--- src/rtl/loader_pkg.sv ---
// loader_pkg: shared types and constants for the instruction-memory boot loader.
//   loader_state_t  - loader FSM states
//   HDR_BYTES       - bytes in the word-count header (little-endian)
//   WORD_BITS       - width of one packed program word
//   BYTES_PER_WORD  - stream bytes consumed per program word
package loader_pkg;

    typedef enum logic [2:0] {
        HDR0  = 3'd0,
        HDR1  = 3'd1,
        DATA  = 3'd2,
        WLAST = 3'd3,
        DONE  = 3'd4,
        ERROR = 3'd5
    } loader_state_t;

    localparam int HDR_BYTES      = 2;
    localparam int WORD_BITS      = 32;
    localparam int BYTES_PER_WORD = WORD_BITS / 8;

endpackage

--- src/rtl/imem_loader_byte_packer.sv ---
// byte_packer: collects bytes little-endian into one program word.
//   clock     in   single clock
//   reset     in   synchronous, active-high
//   byteIn    in   incoming byte
//   byteEn    in   byteIn is consumed this cycle
//   clear     in   drop any partial word
//   wordOut   out  completed word (valid only while wordValid is high)
//   wordValid out  high in the cycle the last byte of a word is consumed
module byte_packer
    import loader_pkg::*;
(
    input  logic                 clock,
    input  logic                 reset,
    input  logic [7:0]           byteIn,
    input  logic                 byteEn,
    input  logic                 clear,
    output logic [WORD_BITS-1:0] wordOut,
    output logic                 wordValid
);

    logic [1:0]           byteCnt;
    // Only the first three bytes need storage; the fourth is taken straight
    // from byteIn so the word is available on the same edge it completes.
    logic [WORD_BITS-9:0] shreg;

    always_ff @(posedge clock) begin
        if (reset || clear) begin
            byteCnt <= 2'd0;
            shreg   <= '0;
        end else if (byteEn) begin
            shreg   <= {byteIn, shreg[WORD_BITS-9:8]};
            byteCnt <= byteCnt + 2'd1;
        end
    end

    assign wordValid = byteEn && (byteCnt == 2'(BYTES_PER_WORD - 1));
    assign wordOut   = {byteIn, shreg};

endmodule

--- src/rtl/imem_loader.sv ---
// imem_loader: boot loader feeding the processor's instruction-memory write port.
//   clock/reset          single clock, synchronous active-high reset
//   rxData/rxValid/rxReady  byte stream in: count[7:0], count[15:8], count*4 data bytes
//   reload               restart a load from DONE or ERROR
//   insMemEn/Addr/Data   one-cycle word writes at word indices 0..count-1
//   cpuReset             holds the processor in reset until the load is DONE
//   loadDone/loadError   status; wordCount is the latched header count
module imem_loader
    import loader_pkg::*;
#(
    parameter int WIDTH   = 32,
    parameter int DEPTH   = 512,
    parameter int TIMEOUT = 1000000
) (
    input  logic             clock,
    input  logic             reset,
    input  logic [7:0]       rxData,
    input  logic             rxValid,
    output logic             rxReady,
    input  logic             reload,
    output logic             insMemEn,
    output logic [WIDTH-1:0] insMemAddr,
    output logic [WIDTH-1:0] insMemData,
    output logic             cpuReset,
    output logic             loadDone,
    output logic             loadError,
    output logic [15:0]      wordCount
);

    localparam int AW = (DEPTH > 1) ? $clog2(DEPTH) : 1;
    localparam int IW = $clog2(TIMEOUT);

    loader_state_t        state;
    logic [7:0]           cntLo;
    logic [AW-1:0]        wordIdx;
    logic [IW-1:0]        idle;
    logic                 accept;
    logic [15:0]          hdrCount;
    logic                 timeout;
    logic                 lastWord;
    logic [WORD_BITS-1:0] packWord;
    logic                 packValid;

    assign rxReady  = !reset && (state == HDR0 || state == HDR1 || state == DATA);
    assign accept   = rxValid && rxReady;
    assign hdrCount = {rxData, cntLo};
    assign timeout  = (idle == IW'(TIMEOUT - 1));
    assign lastWord = (16'(wordIdx) == wordCount - 16'd1);

    // Outside DATA the packer is held clear, which also discards a partial
    // word when a timeout aborts the load.
    byte_packer u_packer (
        .clock     (clock),
        .reset     (reset),
        .byteIn    (rxData),
        .byteEn    (accept && state == DATA),
        .clear     (state != DATA),
        .wordOut   (packWord),
        .wordValid (packValid)
    );

    always_ff @(posedge clock) begin
        if (reset) begin
            state      <= HDR0;
            cntLo      <= 8'd0;
            wordIdx    <= '0;
            idle       <= '0;
            insMemEn   <= 1'b0;
            insMemAddr <= '0;
            insMemData <= '0;
            cpuReset   <= 1'b1;
            loadDone   <= 1'b0;
            loadError  <= 1'b0;
            wordCount  <= 16'd0;
        end else begin
            insMemEn <= 1'b0;
            case (state)
                HDR0: begin
                    if (accept) begin
                        cntLo <= rxData;
                        idle  <= '0;
                        state <= HDR1;
                    end
                end
                HDR1: begin
                    if (accept) begin
                        wordCount <= hdrCount;
                        wordIdx   <= '0;
                        idle      <= '0;
                        if (hdrCount == 16'd0) begin
                            state    <= DONE;
                            cpuReset <= 1'b0;
                            loadDone <= 1'b1;
                        end else if (32'(hdrCount) > DEPTH) begin
                            state     <= ERROR;
                            loadError <= 1'b1;
                        end else begin
                            state <= DATA;
                        end
                    end else if (timeout) begin
                        state     <= ERROR;
                        loadError <= 1'b1;
                    end else begin
                        idle <= idle + IW'(1);
                    end
                end
                DATA: begin
                    if (accept) begin
                        idle <= '0;
                        if (packValid) begin
                            insMemEn   <= 1'b1;
                            insMemAddr <= WIDTH'(wordIdx);
                            insMemData <= WIDTH'(packWord);
                            wordIdx    <= wordIdx + AW'(1);
                            if (lastWord) state <= WLAST;
                        end
                    end else if (timeout) begin
                        state     <= ERROR;
                        loadError <= 1'b1;
                    end else begin
                        idle <= idle + IW'(1);
                    end
                end
                // The last write is still on the port here; the processor
                // leaves reset on the following edge.
                WLAST: begin
                    state    <= DONE;
                    cpuReset <= 1'b0;
                    loadDone <= 1'b1;
                end
                DONE, ERROR: begin
                    if (reload) begin
                        state     <= HDR0;
                        cpuReset  <= 1'b1;
                        loadDone  <= 1'b0;
                        loadError <= 1'b0;
                        wordCount <= 16'd0;
                    end
                end
                default: state <= HDR0;
            endcase
        end
    end

endmodule

--- config.mk ---
export PLATFORM = sky130hd
export DESIGN_NAME = imem_loader
export DESIGN_NICKNAME = d
export VERILOG_FILES = /design/src/rtl/loader_pkg.sv /design/src/rtl/imem_loader_byte_packer.sv /design/src/rtl/imem_loader.sv
export SDC_FILE = /design/constraint.sdc
export NUM_CORES = 1
export LEC_CHECK = 0
export BUFFER_PORTS_ARGS = -buffer_cell sky130_fd_sc_hd__buf_4
export CAP_MARGIN = 15
export CORE_ASPECT_RATIO = 0.75
export CORE_MARGIN = 2
export CORE_UTILIZATION = 51
export CTS_BUF_LIST = sky130_fd_sc_hd__clkbuf_16
export CTS_CLUSTER_SIZE = 28
export DETAILED_ROUTE_END_ITERATION = 7
export GPL_TIMING_DRIVEN = 0
export MAX_ROUTING_LAYER = met4
export PLACE_DENSITY = 0.85
export SKIP_CTS_REPAIR_TIMING = 1
export SYNTH_ARGS = -nofsm -noshare
export SYNTH_HDL_FRONTEND = slang
export SYNTH_HIERARCHICAL = 1
export SYNTH_SLANG_ARGS = --single-unit
--- constraint.sdc ---
create_clock -name clock -period 2.3 [get_ports clock]
set_clock_uncertainty 0.2 [all_clocks]
set_input_delay 0.115 -clock clock [delete_from_list [all_inputs] [get_ports clock]]
set_output_delay 0.115 -clock clock [all_outputs]
set_load 0.05 [all_outputs]
; ---- Word level (Yosys, flattened, before mapping)
; Index checks and enable logic that the tools add are counted.
; W data, S select, Z words.
[totals]
ff_bits = 127
input_bits = 12
out_inout_bits = 85
word_cells = 103
[classes]
add_sub_neg = 4
order_cmp = 1
eq_ne = 21
mux = 36
bitwise_logic = 2
n_reduce_logical = 26
[op_table]
columns = operator, n
row1 = $mux W20, 3
row2 = $pmux W20 S2, 1
row3 = $mux W16, 2
row4 = $pmux W16 S2, 1
row5 = $mux W3, 9
row6 = $mux W9, 3
row7 = $add A20 B1 Y20 const B, 1
row8 = $eq A20 B20 Y1 const B, 1
row9 = $pmux W9 S2, 1
row10 = $eq A9 B16 Y1, 1
row11 = $gt A16 B10 Y1 const B, 1
row12 = $logic_not A16 Y1, 1
row13 = $sub A16 B1 Y16 const B, 1
row14 = $pmux W3 S5, 1
row15 = $mux W1, 12
row16 = $ne A2 B2 Y1 const B, 6
row17 = $ne A3 B3 Y1 const B, 4
row18 = $reduce_and A4 Y1, 3
row19 = $add A9 B1 Y9 const B, 1
row20 = $pmux W1 S3, 3
row21 = $reduce_and A3 Y1, 3
row22 = $eq A3 B2 Y1 const B, 2
row23 = $eq A3 B3 Y1 const B, 2
row24 = $ne A3 B2 Y1 const B, 2
row25 = 15 further kinds, 25

; ---- Logic depth before layout (Yosys ltp)
[depth]
depth_word = 10
mapped_depth = 12
mapped_depth_nobuf = 8

; ---- Cells and area by module
; The synthesis kept the hierarchy.
[by_module_without_submodules]
columns = mod, instances, cells_per_inst, area_per_inst_um2
row1 = imem_loader, 1, 596, 4785.8
row2 = byte_packer, 1, 95, 1039.7

; ---- Worst setup path before layout
; Ideal clock, no wire load.
[synth_timing]
kind = flip-flop to flip-flop
start = reg state[1]
end = reg idle[2]
setup_time_ps = 116
arrival_time_ps = 2316
required_ps = 1984
path_slack_ps = -332
path_stages_with_launch = 8
n_path_buf = 2
synth_period_minus_slack_ps = 2632
cell_sequence = dfxtp_1 -> buf_2 -> a211oi_2 -> nand2_1 -> buf_2 -> a21oi_1 -> a21oi_1 -> a31o_2
[synth_via]
elab_chain_cells = 7
[synth_lines]
columns = element, line_no
row1 = from (decl), imem_loader.sv:33  ; loader_state_t state;
row2 = from (signal assigned), imem_loader.sv:64  ; state <= HDR0;
row3 = from (signal assigned), imem_loader.sv:82  ; state <= HDR1;
row4 = from (signal assigned), imem_loader.sv:91  ; state <= DONE;
row5 = $eq A3 B1 Y1 / $logic_not A3 Y1 (equally long branches), imem_loader.sv:44  ; assign rxReady = !reset && (state == HDR0 || state == HDR1 || state == DATA);
row6 = $logic_or A1 B1 Y1, imem_loader.sv:44
row7 = $logic_or A1 B1 Y1 *, imem_loader.sv:44
row8 = $logic_and A1 B1 Y1 *, imem_loader.sv:44
row9 = net rxReady, imem_loader.sv:19  ; output logic rxReady,
row10 = $logic_and A1 B1 Y1 *, imem_loader.sv:45  ; assign accept = rxValid && rxReady;
row11 = $ne A3 B3 Y1 (no line) (tied with other cells), -
row12 = $reduce_and A3 Y1 (no line) / $pmux W20 S2 (equally long branches), -
row13 = to (signal assigned), imem_loader.sv:104  ; idle <= idle + IW'(1);
row14 = to (signal assigned), imem_loader.sv:121  ; idle <= idle + IW'(1);
row15 = to (decl), imem_loader.sv:36  ; logic [IW-1:0] idle;
; Mark *: on every way through the listed nets, which the timed path passes. The rest lies on a longest branch.
; A chain may end at the register's enable or synchronous reset.

; ---- Worst setup path in the final report
[layout_timing]
start = reg state[0]
end = reg state[0]
[layout_via]
elab_chain_cells = 9
[layout_lines]
columns = element, line_no
row1 = $eq A3 B1 Y1 / $logic_not A3 Y1 (equally long branches), imem_loader.sv:44
row2 = $logic_or A1 B1 Y1 (2 in series), imem_loader.sv:44
row3 = $logic_and A1 B1 Y1, imem_loader.sv:44
row4 = $logic_and A1 B1 Y1, imem_loader.sv:45
row5 = $logic_and A1 B1 Y1 *, imem_loader.sv:56  ; .byteEn (accept && state == DATA),
row6 = $logic_and A1 B1 Y1 *, imem_loader_byte_packer.sv:36  ; assign wordValid = byteEn && (byteCnt == 2'(BYTES_PER_WORD - 1));
row7 = net packValid, imem_loader.sv:42  ; logic packValid;
row8 = $ne A3 B3 Y1 (no line) *, -
row9 = $reduce_and A4 Y1 (no line) *, -
; Marked as above.

==> reports/metrics.csv <==
metric,value,unit
syn_avg_cell_area,8.431,µm²
worstPathMaxFanout,8,
place_congestion,0.9072,
tns,-0.1410,ns
setup_viol,2,
grt_max_degree,17,
pin_count,97,
grt_pass1_vias,4974,
fin_nets,851,
fp.dieW,127.4,µm
cts_tree,built,
endpoint_kind,register,
finalCriticalPeriod,2.406,ns
start_util,52.84,%
ys_ff_latch,127,
cp-start-kind,register,
cp_data_required_time,2.45,ns
slew_headroom,54.41,%
post-route-period-util,104.6,%
violations,setup timing,
htree_levels,4,
vias,5641,
path_clk_slew,0.05,ns
drt_iter0_drc,661,
worst_slew_pin_slew,0.6839,ns
crit_end,state[0],
wl,17.29,mm
core_area,11020,µm²
max-cap-violations,0,
layout-drive-gt1-share,25.71,%
drc,0,
r2r_end,state[0],
r2r_slack,-0.11,ns
synth_edf_count,0,
ys_types,60,
status,finished with violations,
cts_buffer_depth,2,
grt_pass1_wl,25.13,mm
whs,0.04482,ns
place_area,6673,µm²
hold_viol_final,0,
worst_slack,-0.1058,ns
vdd_drop_max,0.6996,mV
ys_top_cells_by_area,"dfxtp_1 44%, nand2_1 8.2%, a21oi_1 6.8%, mux2i_1 6.0%, nor2_1 4.1%",
ant_nets,0,
grtUsageTotal,27.06,%
finalInstanceArea,7735,µm²
hpwl,10.73,mm
yosysTopAreaCellShare,43.64,%
wire_per_inst,17.50,µm
yosysWarningCount,6,
insertion_delay,0.42,ns
grt_remaining_overflow,0,
hp-class,in -> reg,
ys_seq_area_share,43.64,%
num_rows,33,
fmax,415.7,MHz
antenna_found_initial,0,
synth_area,5826,µm²
grt_setup_unrepaired,true,
syn_to_final_growth,32.77,%
pwr_density_cell,844.8,nW/µm²
cts_buffers,17,
n_fill_cell,790,
crit_start,state[0],
dieArea,12300,µm²
portBuffers,72,
finalMaxSlewViolations,0,
drt_pre_antenna_iters,5,
p_leak,3.002,nW
cts_root_buf,clkbuf_16,
r2r_start,state[0],
async_reset_ff_share,0,%
yosysTopAreaCell,dfxtp_1,
n_antenna_cell,0,
vias_per_cell,5.710,
worstSetupPathType,reg -> reg,
cts.sinks,127,
fp.dieH,96.56,µm
rr_worst_depth,9,
critPathArrivalTime,2.55,ns
synthFlopType,dfxtp_1,
syn_inst,691,
cells in the final DEF, fill, tap and decap left out, drive strengths merged, types with 3 or more instances in the layout:
cell and n:
conb 23, clkinv 3, clkinvlp 5, xnor2 17
ha 4, buf 143, a21oi 81, nand3b 3
clkbuf 35, o2111ai 4, and2 5, and4 3
inv 11, nor4 7, nor3 6, a31oi 3
dfxtp 127, nor4b 3, nand2 128, a211oi 8
xor2 10, nand4 4, nor2b 9, mux2i 35
o21a 3, bufinv 5, o21ai 10, and3 8
nand3 32, nand2b 8, dlygate4sd3 9, a21o 7
nor2 65
cell usage after synthesis (9+ instances only):
library cell / instances
clkbuf_1: 18
nor2_1: 63
o21ai_0: 10
dfxtp_1: 127
xnor2_1: 17
nand3_1: 32
inv_1: 9
xor2_1: 10
a21oi_1: 79
nand2_1: 128
buf_4: 31
buf_2: 14
mux2i_1: 35
worst min-delay path by stage:
stage | from | endpoint | slack (ns) | cells past startpoint
floorplan | rxData[2] | wordCount[10] | 0.05 | 2
global placement | rxData[7] | u_packer/shreg[23] | 0.20 | 3
detailed placement | rxData[7] | wordCount[15] | 0.22 | 3
CTS | rxData[3] | wordCount[11] | -0.21 | 3
finish | rxValid | idle[7] | 0.04 | 4
global route | reload | loadError | 0.05 | 4
cell type report:
cell class / instances / area [µm²] / area share (%)
Sequential cell: 127 / 2556 / 33.05
Tap cell: 140 / 175.2 / 2.265
Buffer: 68 / 464.2 / 6.001
Timing Repair Buffer: 102 / 788.3 / 10.19
Multi-Input combinational cell: 510 / 3070 / 39.70
Clock buffer: 17 / 425.4 / 5.500
Inverter: 9 / 36.28 / 0.4691
Clock inverter: 15 / 219.0 / 2.831
state kept, by name (all words and copies together) (netlist names):
signal,flops
cntLo,8
state,3
loadDone,1
insMemEn,1
cpuReset,1
loadError,1
u_packer/shreg,24
wordIdx,9
insMemData,32
u_packer/byteCnt,2
insMemAddr,9
idle,20
wordCount,16
power by group:
part | switching [mW] | total [mW] | internal (mW)
sequential | 0.0921 | 2.36 | 2.27
combinational | 0.784 | 1.23 | 0.446
clock | 1.03 | 2.94 | 1.92
total | 1.90 | 6.53 | 4.63
routing by layer:
metal | vias to the layer above | routed length (µm) | GRT usage (%)
met2 | 326 | 7826 | 40.73
li1 | 2614 | - | -
met3 | 36 | 1618 | 6.773
met1 | 2665 | 7559 | 36.03
met4 | 0 | 286 | 8.700
met5 | - | 0 | -
logic make-up (layout without fill, tap and decap cells):
kind of cell	Yosys count	count (layout)	synth area share (%)
simple gates	289	289	23.26
other cells	1	23	0.06437
xor+xnor	27	27	4.059
mux	35	35	6.014
buf+inv	78	211	8.226
flops	127	127	43.64
compound gates	129	131	13.70
fa+ha+maj	5	5	1.031
stage by stage:
step / util (%) / power, mW / cells / setup slack (ns)
floorplan: - / 3.119 / 713 / -0.02009
global placement: 60.53 / 3.342 / 925 / -0.4590
detailed placement: 60.53 / 3.359 / 925 / -0.4513
CTS: 66.37 / 6.262 / 957 / -0.4796
global route: 70.16 / 6.709 / 988 / -0.1506
finish: 70.16 / 6.534 / 988 / -0.1058
critical path, cell delays in order (launching register included):
cell	delay (ns)
dfxtp_4	0.38
nor2b_4	0.15
and3_4	0.23
buf_12	0.13
and2_4	0.15
nand3b_1	0.12
nor3_2	0.20
nand3_1	0.10
or4_4	0.53
a21oi_2	0.15
No activity file was read; power rests on OpenSTA's default activity.
